<file path="config.mk">
export PLATFORM = sky130hd
export DESIGN_NAME = rcu_adaptive
export DESIGN_NICKNAME = d
export VERILOG_FILES = /design/src/rtl/rcu_adaptive.sv
export SDC_FILE = /design/constraint.sdc
export NUM_CORES = 1
export LEC_CHECK = 0
export CORE_MARGIN = 1.5
export CORE_UTILIZATION = 50
export DETAILED_ROUTE_END_ITERATION = 10
export PLACE_DENSITY = 0.82
export SLEW_MARGIN = 10
export SYNTH_ARGS = -nofsm -noshare
export SYNTH_HDL_FRONTEND = slang
export SYNTH_SLANG_ARGS = --single-unit
</file>
<file path="constraint.sdc">
create_clock -name clk -period 8.3 [get_ports clk]
set_clock_uncertainty 0.15 [all_clocks]
set_input_delay 1.66 -clock clk [delete_from_list [all_inputs] [get_ports clk]]
set_output_delay 1.66 -clock clk [all_outputs]
set_load 0.02 [all_outputs]
</file>
<file path="src/rtl/rcu_adaptive.sv">
// Route-compute unit for a 3D mesh router: deterministic ZXY or negative-first adaptive
// selection, one-cycle latency, valid/ready output register and adaptive-decision counter.
package rcu_adaptive_pkg;
    typedef struct packed {
        logic [3:0] x;
        logic [3:0] y;
        logic [3:0] z;
    } pos_t;

    // Values 0..5 double as the index into the cong vector.
    typedef enum logic [2:0] {
        DIR_NORTH = 3'd0,
        DIR_SOUTH = 3'd1,
        DIR_EAST  = 3'd2,
        DIR_WEST  = 3'd3,
        DIR_UP    = 3'd4,
        DIR_DOWN  = 3'd5,
        DIR_LOCAL = 3'd6
    } dir_t;
endpackage

module rcu_adaptive
    import rcu_adaptive_pkg::*;
#(
    parameter pos_t POS    = '{x: 4'd0, y: 4'd0, z: 4'd0},
    parameter int   CONG_W = 4,
    parameter int   STAT_W = 16
) (
    input  logic                   clk,
    input  logic                   rst,
    input  logic                   in_valid,
    output logic                   in_ready,
    input  pos_t                   in_dest,
    input  logic                   adaptive_en,
    input  logic [5:0][CONG_W-1:0] cong,
    output logic                   out_valid,
    input  logic                   out_ready,
    output dir_t                   out_dir,
    output pos_t                   out_dest,
    output logic [STAT_W-1:0]      stat_adapt,
    output logic [1:0]             dbg_rr
);
    // Handshake: a transfer happens on a side when its valid and ready are both high at
    // a rising edge; a presented result holds out_dir/out_dest stable until it transfers.
    logic              out_valid_q, out_valid_d;
    dir_t              out_dir_q, out_dir_d;
    pos_t              out_dest_q, out_dest_d;
    logic [1:0]        rr_q, rr_d;
    logic [STAT_W-1:0] stat_q, stat_d;

    logic              accept;
    logic [2:0]        neg_set, pos_set, act;
    logic              use_neg;
    dir_t              cand_dir [3];
    logic [CONG_W-1:0] cost [3];
    logic [CONG_W-1:0] min_c;
    logic [1:0]        n_min;
    logic [1:0]        rr_eff, idx, pick;
    logic [2:0]        sum;
    logic              found;
    dir_t              det_dir, adapt_dir, sel_dir;

    assign in_ready = !out_valid_q || out_ready;
    assign accept   = in_valid && in_ready;

    // Candidate slots are ordered by dimension: 0 = Z, 1 = X, 2 = Y.
    always_comb begin
        neg_set = {in_dest.y < POS.y, in_dest.x < POS.x, in_dest.z < POS.z};
        pos_set = {in_dest.y > POS.y, in_dest.x > POS.x, in_dest.z > POS.z};
        use_neg = |neg_set;
        act     = use_neg ? neg_set : pos_set;

        cand_dir[0] = use_neg ? DIR_DOWN  : DIR_UP;
        cand_dir[1] = use_neg ? DIR_WEST  : DIR_EAST;
        cand_dir[2] = use_neg ? DIR_SOUTH : DIR_NORTH;
        cost[0]     = use_neg ? cong[5] : cong[4];
        cost[1]     = use_neg ? cong[3] : cong[2];
        cost[2]     = use_neg ? cong[1] : cong[0];

        min_c = '1;
        for (int i = 0; i < 3; i++) begin
            if (act[i] && cost[i] < min_c) min_c = cost[i];
        end
        n_min = 2'd0;
        for (int i = 0; i < 3; i++) begin
            if (act[i] && cost[i] == min_c) n_min = n_min + 2'd1;
        end

        rr_eff = (rr_q == 2'd3) ? 2'd0 : rr_q;
        found  = 1'b0;
        pick   = 2'd0;
        sum    = 3'd0;
        idx    = 2'd0;
        for (int k = 0; k < 3; k++) begin
            sum = {1'b0, rr_eff} + 3'(k);
            idx = (sum >= 3'd3) ? 2'(sum - 3'd3) : 2'(sum);
            if (!found && act[idx] && cost[idx] == min_c) begin
                pick  = idx;
                found = 1'b1;
            end
        end
        adapt_dir = found ? cand_dir[pick] : DIR_LOCAL;

        if (in_dest.z != POS.z)      det_dir = (in_dest.z > POS.z) ? DIR_UP : DIR_DOWN;
        else if (in_dest.x != POS.x) det_dir = (in_dest.x > POS.x) ? DIR_EAST : DIR_WEST;
        else if (in_dest.y != POS.y) det_dir = (in_dest.y > POS.y) ? DIR_NORTH : DIR_SOUTH;
        else                         det_dir = DIR_LOCAL;

        sel_dir = adaptive_en ? adapt_dir : det_dir;
    end

    always_comb begin
        out_valid_d = out_valid_q;
        out_dir_d   = out_dir_q;
        out_dest_d  = out_dest_q;
        rr_d        = rr_q;
        stat_d      = stat_q;
        if (accept) begin
            out_valid_d = 1'b1;
            out_dir_d   = sel_dir;
            out_dest_d  = in_dest;
            if (adaptive_en && n_min >= 2'd2) rr_d = (rr_eff == 2'd2) ? 2'd0 : rr_eff + 2'd1;
            if (adaptive_en && adapt_dir != det_dir && stat_q != '1) stat_d = stat_q + 1'b1;
        end else if (out_ready) begin
            out_valid_d = 1'b0;
        end
    end

    always_ff @(posedge clk) begin
        if (rst) begin
            out_valid_q <= 1'b0;
            out_dir_q   <= DIR_LOCAL;
            out_dest_q  <= '0;
            rr_q        <= 2'd0;
            stat_q      <= '0;
        end else begin
            out_valid_q <= out_valid_d;
            out_dir_q   <= out_dir_d;
            out_dest_q  <= out_dest_d;
            rr_q        <= rr_d;
            stat_q      <= stat_d;
        end
    end

    assign out_valid  = out_valid_q;
    assign out_dir    = out_dir_q;
    assign out_dest   = out_dest_q;
    assign stat_adapt = stat_q;
    assign dbg_rr     = rr_q;
endmodule

</file>
==> metrics.txt <==
CP delay by family, top compound AO/OA/AOI/OAI gates; R2R Path Start dbg_rr[0]$_SDFFE_PP0P_; number of cells after detailed placement 512; largest net degree at the start of global routing 35; sequential group share of total power around 32%; synthesized flop and latch total 33; Critical Path AT 7.94 ns; Post-Syn Nets approximately 440; Mean Syn Cell Area about 7.6 sq um; initial antenna violation count 0; Startpoint Class input port; Post-Syn Instances 385; Layout Cells excl Fill 520; worst slew pin tran 0.759 ns; Sequential Area 661 sq um; CTS Buffer Depth 2; asr flop ratio synth 0%; wire per inst 15.5 um; gpl congestion 0.936; Clock Latency Late Sink 0.29 ns; CP Capture Type register; DIE WIDTH between 70 and 80 um; total core area between 5000 and 6000 sq um; CTS tree built; post-route setup slack 0.389 ns; final hold vios 0; Crit Path Class input port to register; PD cells 140 nW/um^2; area of the multi-input gates approximately 2100 sq um; ant diodes 0; clk root buf clkbuf_8; Overall Power 0.519 mW; Initial DRC Count 189; global-route usage over all layers 26.7%; Max VDD drop ~0.13 mV; gr ovfl total 0; pre-CTS setup slack 0.184 ns; post-synthesis sequential area ratio 22.5%; NumNets Final approximately 500; via count 3,110; Rel. slew slack slightly below 50%; Static Leakage 1.33 nW; Rows 27; ys flop type dfxtp_1; setup TNS 0 ns; vias per cell 5.98; WP buf/inv 3; Worst path slowest cell o21ai_4; Num CTS Buffers 5; Final Max Slew Viols 0; Switching Fraction 36.5%; Net Switching 0.189 mW; die area 6350 sq um; Worst Setup SP in_dest[3]; count of cell types in the netlist 65; Area growth syn-to-layout 26.1%; RSZ-0062 raised after global routing false; DP HPWL 6.02 mm; maximum fanout along the worst path 27; fmax 0.126 GHz; crit path cell chain clkdlybuf4s50_1, nor4_4, nor2_1, ha_1, a21oi_1, o211ai_4, or3_1, and2_1, inv_1, ha_1, a211oi_1, nor4b_2, a311oi_2, buf_4, mux2_2, o32ai_1, a2bb2o_1, a41oi_2, xnor2_1, o21ai_4, nor3_1, mux2_1; WP data required 8.33 ns; first-pass GRT wire length about 14 mm; minimum clock period 7.91 ns; EDFF count, synth 0; Mapped Area 2940 sq um; outcome finished clean; maxcap violations 0; hold-fix buffers at CTS 0; clock power share 22.6%; Cell Int Power 0.329 mW; post-CTS sizing 0; CP max stage delay 0.53 ns; Hold Path Class register to register; ANT nets after route 0; vias in the first global route around 3,000; # IOs 76; Final setup viols 0; Gate power share 45.0%; setup repair bufs after CTS 0; fillcell total 501; Worst-path clk slew 0.07 ns; die height about 80 um; layout cells sized above 1 9.82%; CTS HTree Levels 2; DR DRC count 0; most used cell along the critical path ha_1; drt pass-1 iters 6; port bufs 62; YS warnings 0; total wire length 8.04 mm; Starting Density a little over half; hold path startpoint out_dest[0]$_SDFFE_PP0P_; fin crit share a little over nine tenths; clk sinks 33
==> layout by cell type (no fill, tap or decap), types with 2 or more instances in the layout <==
master,instances
clkdlybuf4s50_1,62
nand2_1,55
a21oi_1,45
dfxtp_1,33
nor2_1,24
mux2i_1,22
o21ai_0,20
nand3_1,16
or3_1,15
xnor2_1,15
inv_1,14
buf_4,14
ha_1,10
mux2_2,8
o21ai_1,7
or4_1,6
nor4_1,5
clkbuf_8,5
nor3_1,4
nor2b_1,4
o31ai_1,4
a211oi_1,3
nand4_1,3
o211ai_1,3
and3_1,3
xor2_1,3
or4_4,2
and2_1,2
nand2b_1,2
o21a_1,2
a211o_1,2
or2_2,2
clkinv_2,2
==> metrics by stage <==
step           hold slack (ns)  cell area (sq um)  util, %
4_1_cts                  0.305               3710     66.5
2_1_floorplan            0.385               2940        -
5_1_grt                  0.323               3710     66.5
3_3_place_gp             0.291               3620     65.0
3_5_place_dp             0.296               3620     65.0
6_report                 0.303               3710     66.5
==> power by group through the flow <==
stage / clock network, mW / registers, mW / logic, mW
2_1_floorplan: 0 / 0.178 / 0.159
5_1_grt: 0.127 / 0.169 / 0.254
4_1_cts: 0.118 / 0.168 / 0.231
3_3_place_gp: 0 / 0.171 / 0.223
3_5_place_dp: 0 / 0.171 / 0.229
6_report: 0.117 / 0.168 / 0.234
==> state kept, by name (all words and copies together) (netlist names) <==
name and flops:
dbg_rr 2, out_dest 12, out_dir 2, out_valid 1
stat_adapt 16
==> synth_stat cells, types with 2 or more instances <==
| cell | instances | area (sq um) |
|---|---|---|
| nand4_1 | 3 | 18.8 |
| nor2_1 | 24 | 90.1 |
| and3_1 | 3 | 18.8 |
| o31ai_1 | 4 | 30.0 |
| and2_1 | 2 | 12.5 |
| o21ai_1 | 7 | 35.0 |
| dfxtp_1 | 33 | 661 |
| clkbuf_1 | 12 | 45.0 |
| inv_1 | 14 | 52.6 |
| mux2i_1 | 22 | 220 |
| o211ai_1 | 3 | 22.5 |
| or4_4 | 2 | 22.5 |
| or3_1 | 15 | 93.8 |
| clkbuf_2 | 2 | 10.0 |
| nand2b_1 | 2 | 12.5 |
| a211oi_1 | 3 | 22.5 |
| a21oi_1 | 45 | 225 |
| nor2b_1 | 4 | 25.0 |
| mux2_2 | 8 | 90.1 |
| o21ai_0 | 20 | 100 |
| nand2_1 | 55 | 206 |
| or2_2 | 2 | 12.5 |
| a211o_1 | 2 | 17.5 |
| buf_6 | 4 | 45.0 |
| ha_1 | 10 | 125 |
| xor2_1 | 3 | 26.3 |
| xnor2_1 | 15 | 131 |
| o21a_1 | 2 | 15.0 |
| or4_1 | 6 | 45.0 |
| nor4_1 | 5 | 31.3 |
| nor3_1 | 4 | 20.0 |
| nand3_1 | 16 | 80.1 |
==> tightest hold or removal path, stage by stage, from the launching register on <==
cell and delay, ns:
dfxtp_1 0.31, nand2_1 0.05, a21oi_1 0.05
==> metal layers <==
metal  vias to the layer above  wire (um)  track usage [%]
met4                         0        119             8.95
met3                        15        639             7.43
met1                      1454       3470             34.0
met5                         -          0                0
li1                       1516          -                -
met2                       125       3820             43.1
==> logic make-up (layout without fill, tap and decap cells) <==
group,count (synthesis),count (layout),synth area share [%]
AOI/OAI and AO/OA,104,104,22.9
xor gates and xnor gates,19,19,5.92
adders and majority gates,11,11,4.60
buffers and inverters,35,98,6.26
DFF,33,33,22.5
muxes,32,32,11.5
other,1,1,0.128
and+or+nand+nor,150,150,26.2
==> path summary, 6_finish.rpt <==
check	to	slack (ns)	cells past startpoint
setup / recovery	stat_adapt[9]$_SDFFE_PP0P_	0.39	22
hold / removal	out_dest[0]$_SDFFE_PP0P_	0.30	2
setup reg to reg	stat_adapt[9]$_SDFFE_PP0P_	3.77	14
hold reg to reg	out_dest[0]$_SDFFE_PP0P_	0.30	2
==> area by class of cell <==
class / instances / share of cell area [%]
Sequential cell: 33 / 17.8
Clock buffer: 6 / 1.96
Inverter: 14 / 1.42
Clock inverter: 2 / 0.270
Multi-Input combinational cell: 317 / 56.5
Timing Repair Buffer: 76 / 19.6
Tap cell: 72 / 2.43
(Power assumes the default switching activity.)
